**src/rtl/ll_fifo_pkg.sv**
```systemverilog
// Shared types for the linked-list multi-queue FIFO and its pop arbiter.
// Sizes here are the default build; modules re-derive widths from their own parameters.
package ll_fifo_pkg;

  localparam int SKID_DEPTH   = 2;
  localparam int SKID_CNT_W   = $clog2(SKID_DEPTH + 1);
  localparam int SKID_PTR_W   = $clog2(SKID_DEPTH);
  localparam int LL_WIDTH     = 8;
  localparam int LL_NUM_FIFOS = 2;

  // A single queue still needs a 1-bit select so port widths never collapse to zero.
  function automatic int calc_sel_width(input int n);
    return (n > 1) ? $clog2(n) : 1;
  endfunction

  localparam int LL_SEL_WIDTH = calc_sel_width(LL_NUM_FIFOS);

  typedef struct packed {
    logic [LL_SEL_WIDTH-1:0] sel;
    logic [LL_WIDTH-1:0]     data;
  } ll_entry_t;

endpackage

```
**src/rtl/ll_pop_skid_buffer.sv**
```systemverilog
// Two-entry FIFO of {sel, data} entries between the pop arbiter and the consumer.
// Latency: a write is visible on rd_dat the next cycle; stalls hold rd_dat stable until rd_rdy.
module ll_pop_skid_buffer
  import ll_fifo_pkg::*;
#(
  parameter type entry_t = ll_entry_t
) (
  input  logic                  clk,
  input  logic                  rst,
  input  logic                  wr_en,
  input  entry_t                wr_dat,
  output logic                  rd_vld,
  input  logic                  rd_rdy,
  output entry_t                rd_dat,
  output logic [SKID_CNT_W-1:0] count
);

  entry_t                mem [SKID_DEPTH];
  logic [SKID_PTR_W-1:0] wr_ptr;
  logic [SKID_PTR_W-1:0] rd_ptr;
  logic                  wr_fire;
  logic                  rd_fire;

  assign rd_vld  = (count != '0);
  assign rd_dat  = mem[rd_ptr];
  assign wr_fire = wr_en && (count != SKID_CNT_W'(SKID_DEPTH));
  assign rd_fire = rd_vld && rd_rdy;

  // Storage is cleared too, so the output word reads zero out of reset.
  always_ff @(posedge clk or posedge rst) begin
    if (rst) begin
      for (int i = 0; i < SKID_DEPTH; i++) begin
        mem[i] <= '0;
      end
      wr_ptr <= '0;
      rd_ptr <= '0;
      count  <= '0;
    end else begin
      if (wr_fire) begin
        mem[wr_ptr] <= wr_dat;
        wr_ptr      <= wr_ptr + SKID_PTR_W'(1);
      end
      if (rd_fire) begin
        rd_ptr <= rd_ptr + SKID_PTR_W'(1);
      end
      count <= count + SKID_CNT_W'(wr_fire) - SKID_CNT_W'(rd_fire);
    end
  end

endmodule

```
**src/rtl/ll_fifo_pop_arbiter.sv**
```systemverilog
// Round-robin pop arbiter draining the shared linked-list FIFO into a 2-entry skid buffer.
// Latency: pop is combinational, word appears on out_data the next cycle; stops popping when the buffer is full.
// LL_POP_ARB_FORMAL_EN adds assertions, an assume steering stalls and a full-buffer cover.
module ll_fifo_pop_arbiter
  import ll_fifo_pkg::*;
#(
  parameter int WIDTH     = 8,
  parameter int NUM_FIFOS = 2,
  parameter int SEL_WIDTH = calc_sel_width(NUM_FIFOS)
) (
  input  logic                 clk,
  input  logic                 rst,
  input  logic [NUM_FIFOS-1:0] fifo_empty,
  input  logic [WIDTH-1:0]     fifo_data,
  input  logic [NUM_FIFOS-1:0] queue_mask,
  output logic                 pop,
  output logic [SEL_WIDTH-1:0] pop_sel,
  output logic                 out_valid,
  input  logic                 out_ready,
  output logic [WIDTH-1:0]     out_data,
  output logic [SEL_WIDTH-1:0] out_sel
);

  typedef struct packed {
    logic [SEL_WIDTH-1:0] sel;
    logic [WIDTH-1:0]     data;
  } entry_t;

  logic [NUM_FIFOS-1:0]  eligible;
  logic [SEL_WIDTH-1:0]  last_sel;
  logic [SEL_WIDTH-1:0]  grant_sel;
  logic                  grant_vld;
  logic [SKID_CNT_W-1:0] count;
  entry_t                wr_entry;
  entry_t                rd_entry;

  // Scan starts one past the previous winner; modulo keeps indices below NUM_FIFOS.
  function automatic logic [SEL_WIDTH:0] rr_grant(input logic [NUM_FIFOS-1:0] elig,
                                                  input logic [SEL_WIDTH-1:0] last);
    logic                 found;
    logic [SEL_WIDTH-1:0] pick;
    int                   idx;
    found = 1'b0;
    pick  = last;
    for (int i = 1; i <= NUM_FIFOS; i++) begin
      idx = (int'(last) + i) % NUM_FIFOS;
      if (!found && elig[idx]) begin
        found = 1'b1;
        pick  = SEL_WIDTH'(idx);
      end
    end
    return {found, pick};
  endfunction

  // While rst is high the upstream FIFO is also in reset, so pop stays low and pop_sel reads 0.
  always_comb begin
    eligible               = ~fifo_empty & queue_mask;
    {grant_vld, grant_sel} = rr_grant(eligible, last_sel);
    pop                    = grant_vld && (count != SKID_CNT_W'(SKID_DEPTH)) && !rst;
    pop_sel                = last_sel;
    if (rst) begin
      pop_sel = '0;
    end else if (pop) begin
      pop_sel = grant_sel;
    end
  end

  always_ff @(posedge clk or posedge rst) begin
    if (rst) begin
      last_sel <= SEL_WIDTH'(NUM_FIFOS - 1);
    end else if (pop) begin
      last_sel <= pop_sel;
    end
  end

  assign wr_entry = '{sel: pop_sel, data: fifo_data};

  ll_pop_skid_buffer #(
    .entry_t (entry_t)
  ) u_skid (
    .clk    (clk),
    .rst    (rst),
    .wr_en  (pop),
    .wr_dat (wr_entry),
    .rd_vld (out_valid),
    .rd_rdy (out_ready),
    .rd_dat (rd_entry),
    .count  (count)
  );

  assign out_data = rd_entry.data;
  assign out_sel  = rd_entry.sel;

`ifdef LL_POP_ARB_FORMAL_EN
  always_comb begin
    if (!rst) begin
      a_sel_range: assert (int'(pop_sel) < NUM_FIFOS);
      a_count_max: assert (count <= SKID_CNT_W'(SKID_DEPTH));
    end
  end

  a_pop_legal: assert property (@(posedge clk) disable iff (rst)
    pop |-> (!fifo_empty[pop_sel] && queue_mask[pop_sel]));

  a_out_stable: assert property (@(posedge clk) disable iff (rst)
    (out_valid && !out_ready) |=> ($stable(out_data) && $stable(out_sel)));

  // Once the consumer stalls it keeps stalling until the buffer fills.
  m_stall_hold: assume property (@(posedge clk) disable iff (rst)
    (out_valid && !out_ready && (count != SKID_CNT_W'(SKID_DEPTH))) |=> !out_ready);

  c_full: cover property (@(posedge clk) disable iff (rst)
    count == SKID_CNT_W'(SKID_DEPTH));

  for (genvar g = 0; g < NUM_FIFOS; g++) begin : g_starve
    logic [SEL_WIDTH:0] passed;
    always_ff @(posedge clk or posedge rst) begin
      if (rst) begin
        passed <= '0;
      end else if (!eligible[g] || (pop && (pop_sel == SEL_WIDTH'(g)))) begin
        passed <= '0;
      end else if (pop) begin
        passed <= passed + 1'b1;
      end
    end
    a_no_starve: assert property (@(posedge clk) disable iff (rst)
      int'(passed) < NUM_FIFOS);
  end
`else
`endif

endmodule

```
**config.mk**
```make
export PLATFORM = sky130hd
export DESIGN_NAME = ll_fifo_pop_arbiter
export DESIGN_NICKNAME = d
export VERILOG_FILES = /design/src/rtl/ll_fifo_pkg.sv /design/src/rtl/ll_pop_skid_buffer.sv /design/src/rtl/ll_fifo_pop_arbiter.sv
export SDC_FILE = /design/constraint.sdc
export NUM_CORES = 1
export LEC_CHECK = 0
export CORE_ASPECT_RATIO = 1.75
export CORE_MARGIN = 10
export CORE_UTILIZATION = 43
export CTS_CLUSTER_DIAMETER = 120
export DETAILED_ROUTE_END_ITERATION = 12
export PLACE_DENSITY = 0.84
export SETUP_SLACK_MARGIN = 0.05
export SLEW_MARGIN = 0
export SYNTH_ARGS = -nofsm -noshare
export SYNTH_HDL_FRONTEND = slang
export SYNTH_SLANG_ARGS = --single-unit
export TNS_END_PERCENT = 1
```
**constraint.sdc**
```tcl
create_clock -name clk -period 1.7 [get_ports clk]
set_clock_uncertainty 0.05 [all_clocks]
set_input_delay 0.34 -clock clk [delete_from_list [all_inputs] [get_ports clk]]
set_output_delay 0.34 -clock clk [all_outputs]
set_load 0.005 [all_outputs]
```
=== Yosys cells after proc, flatten, opt, wreduce, memory -nomap -nowiden ===
Cells that the tools add are included.

* Bits in registers: 23
* Bits of input ports: 15
* Output and inout bits: 12
* Word-level logic and storage cells: 53

* $add $sub $neg: 6
* Order comparisons: 5
* Eq/ne operators: 1
* Muxes and demuxes: 18
* Bitwise gates (word level): 6
* Reduce and logical (&&, ||, !) cells: 9

{| class="wikitable"
|+ Operators with widths
! operator !! count
|-
| 2-to-1 mux 9 bit || 4
|-
| bitwise mux 18 bit || 1
|-
| 2-to-1 mux 1 bit || 12
|-
| demux 9 bit (select 1 bit) || 1
|-
| logical AND 1 bit || 6
|-
| less-than comparator 2 x 3 -> 1 bit, second input constant || 2
|-
| adder 1 bit, second input constant || 4
|-
| greater-or-equal comparator 2 bit, second input constant || 2
|-
| inverter 1 -> 2 bit || 2
|-
| adder 2 x 1 -> 2 bit || 1
|-
| bitwise AND 1 bit, first input constant || 2
|-
| bitwise AND 2 bit || 1
|-
| logical NOT 1 bit || 2
|-
| less-than comparator 2 x 1 -> 1 bit, second input constant || 1
|-
| inequality test 2 bit, second input constant || 1
|-
| inverter 2 bit || 1
|-
| nonzero test 2 bit || 1
|-
| subtractor 2 x 1 -> 2 bit || 1
|}

=== Longest topological paths before layout ===
* Word-level depth: 14
* Depth in mapped cells: 5
* Depth with buffers taken out: 5

=== Hierarchy ===
A second synthesis with hierarchy kept.

* Cell total of the unflattened synthesis: 76
* Area, all modules: 1154.9 sq um

{| class="wikitable"
|+ Modules (own cells, without submodules)
! module !! instances !! cells an instance !! area an instance (sq um) !! seq. area each (sq um)
|-
| ll_pop_skid_buffer || 1 || 66 || 1054.8 || 550.5
|-
| ll_fifo_pop_arbiter || 1 || 10 || 100.1 || 26.3
|}

=== Worst setup path after synthesis ===
OpenSTA, ideal clock, no wires.

* Path kind: register to register
* From: register u_skid.count[0]
* To: register u_skid.count[1]
* Library setup time: 139 ps
* Arrival time: 1699 ps
* Required time: 1511 ps
* Setup slack: -188 ps
* Stages on the path, launching flop included: 6
* Period minus slack after synthesis: 1888 ps
* Path through: dfrtp_1 or2_2 and2_1 ha_1 a2111oi_0 xnor2_1

* Elaborated cells between the ends (all ways): 8
* Classes of those cells: add/sub (2); eq/ne (1); reduce/logical (5)

{| class="wikitable"
|+ RTL lines
! element !! RTL line !! source
|-
| start: declaration || ll_pop_skid_buffer.sv:15 || <nowiki>output logic [SKID_CNT_W-1:0] count</nowiki>
|-
| start signal: assignment || ll_pop_skid_buffer.sv:46 || <nowiki>count <= count + SKID_CNT_W'(wr_fire) - SKID_CNT_W'(rd_fire);</nowiki>
|-
| nonzero test 2 bit || ll_pop_skid_buffer.sv:24 || <nowiki>assign rd_vld = (count != '0);</nowiki>
|-
| net out_valid || ll_fifo_pop_arbiter.sv:18 || <nowiki>output logic out_valid,</nowiki>
|-
| logical AND 1 bit || ll_pop_skid_buffer.sv:27 || <nowiki>assign rd_fire = rd_vld && rd_rdy;</nowiki>
|-
| net u_skid.rd_fire || ll_pop_skid_buffer.sv:22 || <nowiki>logic rd_fire;</nowiki>
|-
| subtractor 2 x 1 -> 2 bit || ll_pop_skid_buffer.sv:46 ||
|}

The timed path passes the listed nets, and every way through them passes these cells.
A chain may end at the register's enable or synchronous reset.

=== Worst setup path after layout ===
* From: register u_skid.count[1]
* To: output port pop_sel

* Longest elaborated chain between the ends: 5

{| class="wikitable"
|+ RTL lines
! element !! RTL line !! source
|-
| inequality test 2 bit || ll_fifo_pop_arbiter.sv:59 || <nowiki>pop = grant_vld && (count != SKID_CNT_W'(SKID_DEPTH)) && !rst;</nowiki>
|-
| logical AND 1 bit (2 in series) || ll_fifo_pop_arbiter.sv:59 ||
|-
| 2-to-1 mux 1 bit || ll_fifo_pop_arbiter.sv:63 || <nowiki>end else if (pop) begin</nowiki>
|-
| 2-to-1 mux 1 bit || ll_fifo_pop_arbiter.sv:61 || <nowiki>if (rst) begin</nowiki>
|-
| end: declaration || ll_fifo_pop_arbiter.sv:17 || <nowiki>output logic [SEL_WIDTH-1:0] pop_sel,</nowiki>
|}

Every way passes these cells.

==> results.py <==
metrics = {
    "status": {
        "status": "finished, violations left",
        "violations": "negative setup slack",
    },
    "sta": {
        "fin_ws_ns": -0.128,
        "slew_headroom": 0.779,
        "setup-violations-final": 10,
        "maxSlewViolCount": 0,
        "period_needed_ns": 1.83,
        "max_slew.worst_pin.slew_ns": 0.330,
        "maxClockFrequency_ghz": 0.547,
        "tns_ns": -0.506,
        "rsz0062_at_grt": "true",
        "post-route-period-util": 1.08,
        "hold_violations": 0,
    },
    "drt": {
        "wire_per_inst_um": 17.4,
        "viasPerCell": 5.16,
        "drt.antenna.violating_nets": 0,
        "drcViolationCount": 0,
        "firstDrtPassIters": 2,
        "finalWirelength_mm": 2.64,
        "first_iter_violations": 6,
        "via_count": 784,
    },
    "synthesis": {
        "syn_inst": 77,
        "ys.warnings.count": 0,
        "avgSynthCellArea_um2": 14.3,
        "async_flop_share": 1.00,
        "syn_nets": 93,
        "synth_top_area_frac": 0.500,
        "synth.most_common_cell": "mux2_2",
        "synth_top_cell_by_area": "dfrtp_1",
        "ys_top_cells_by_count": "mux2_2, dfrtp_1, inv_1, xnor2_1, clkbuf_1",
        "syn-cell-area_um2": 1100,
        "ys_seq_elements": 23,
        "synth_ff_type": "dfrtp_1",
        "yosys.cell_types.count": 23,
        "synth_seq_area_share": 0.524,
        "ys_top_cells_by_area": "dfrtp_1, mux2_2, xnor2_1, a2111oi_4, dfstp_2",
        "synth-edff-count": 0,
    },
    "clock_network": {
        "ctsLongestPathBuffers": 2,
        "cts_htree_levels": 1,
        "clkTransAtPathRegs_ns": 0.08,
        "clock-sinks": 23,
        "insertion_delay_ns": 0.27,
        "cts_tree": "yes",
        "cts_root_buffer": "clkbuf_8",
        "cts_hold_buf": 0,
        "cts_made_buffers": 3,
    },
    "final_layout": {
        "final_area_um2": 1650,
        "syn_to_final_growth_pct": 49.8,
        "seq_area_um2": 577,
        "nets": 143,
        "final_cells": 152,
        "nFillCells": 178,
        "utilization": 0.670,
        "multi_input_area_um2": 569,
        "diodes": 0,
        "drive_gt1_frac": 0.627,
    },
    "global_route": {
        "antenna_found_initial": 0,
        "grt_usage": 0.109,
        "globalRouteOverflowTotal": 0,
        "grt_pass1_vias": 892,
        "grt_first_pass_wirelength_mm": 4.22,
        "grt_max_degree": 14,
    },
    "placed_design": {
        "io_buffers": 26,
        "dp_hpwl_mm": 2.04,
        "dp_slack_ns": -0.791,
        "gp_congestion": 0.728,
        "place_inst": 143,
        "placed_area_um2": 1540,
    },
    "worst_setup_path": {
        "worstSetupPathType": "register to output pin",
        "worstSetupStartpointType": "register",
        "path_max_fanout": 2,
        "end_kind": "output pin",
        "crit_required_ns": 1.31,
        "arrival_ns": 1.44,
    },
    "pwr": {
        "p_per_area_nw_per_um2": 1710,
        "swShare": 0.310,
        "p_sw_mw": 0.878,
        "leakagePower_nw": 0.746,
        "pwr-share-comb": 0.533,
        "ir_drop_uv": 936,
        "power_frac_seq": 0.348,
        "clock_power_share": 0.119,
        "p_int_mw": 1.95,
    },
    "worst_hold_path": {
        "hold_class": "input port to async pin",
    },
    "floorplan": {
        "core_area_um2": 2460,
        "die_area_um2": 5060,
        "dieHeight_um": 86.9,
        "start_util": 0.447,
        "placementRows": 24,
        "ios": 27,
        "dieWidth_um": 58.3,
    },
    "flow_run": {
        "max_cap_violations": 0,
    },
}
-- sequential cells by signal (all words and copies together), names as in the netlist --
signal / flops
u_skid.mem: 18
u_skid.wr_ptr: 1
u_skid.rd_ptr: 1
last_sel: 1
u_skid.count: 2
-- path summary, 6_finish.rpt --
path,startpoint,endpoint,slack [ns],cells after the start
worst max register to register,u_skid.count[0],u_skid.count[1],-0.02,6
worst max-delay path,u_skid.count[1],pop_sel,-0.13,4
max in group asynchronous,rst,u_skid.mem[17],0.90,4
min in group clk,rst,last_sel,0.44,3
worst min register to register,u_skid.mem[11],u_skid.mem[11],0.46,1
worst min-delay path,rst,u_skid.mem[2],0.31,3
-- area by class of cell --
class / instances / area share
Clock inverter: 1 / 0.00303
Multi-Input combinational cell: 47 / 0.345
Inverter: 4 / 0.00910
Clock buffer: 3 / 0.0250
Sequential cell: 23 / 0.350
Timing Repair Buffer: 48 / 0.248
Tap cell: 26 / 0.0197
-- power groups by stage --
stage / sequential [mW] / combinational (mW) / clock [mW]
after floorplan: 0.937 / 0.761 / 0
after global routing: 1.01 / 1.63 / 0.369
after detailed placement: 0.989 / 1.46 / 0
after CTS: 0.981 / 1.49 / 0.346
after global placement: 0.958 / 1.41 / 0
final: 0.985 / 1.51 / 0.336
-- worst max-delay path, stage by stage (launching register included) --
cell and delay (ns):
dfrtp_1 0.38, nor2b_4 0.13, or4_4 0.43, a21oi_2 0.12, buf_2 0.11
-- logic make-up (layout without fill, tap and decap cells) --
kind of cell / count (synthesis) / after routing / share of synthesized area
xor+xnor: 5 / 5 / 0.0398
mux: 27 / 27 / 0.276
fa+ha+maj: 1 / 1 / 0.0114
buf+inv: 7 / 56 / 0.0250
flops: 23 / 23 / 0.524
compound gates: 7 / 7 / 0.0693
simple gates: 7 / 7 / 0.0545
-- repair_timing --
action	in CTS	in global routing
gates resized for setup	58	13
buffers inserted	4	0
pin swaps	5	5
endpoints found under the setup margin	32	32
gates cloned	1	0
-- cell usage in the layout (no fill, tap or decap), types with 3 or more instances in the layout --
master	n
mux2_2	25
xnor2_1	4
buf_6	8
buf_2	6
clkdlybuf4s50_1	9
buf_4	15
clkbuf_8	3
clkbuf_2	4
inv_1	4
dfrtp_1	22
dlygate4sd2_1	3
-- per-layer routing --
layer	global-route usage	vias up	wire, µm
met5	0	-	0
met4	0.0708	0	36
met3	0.0263	3	97
met2	0.197	19	1530
met1	0.104	389	973
li1	-	373	-
-- stage by stage --
step	hold slack, ns	power (mW)
3_3_place_gp	0.433	2.37
5_1_grt	0.337	3.00
3_5_place_dp	0.441	2.45
4_1_cts	0.306	2.82
2_1_floorplan	0.425	1.70
6_report	0.311	2.83
No activity file was read; power rests on OpenSTA's default activity.
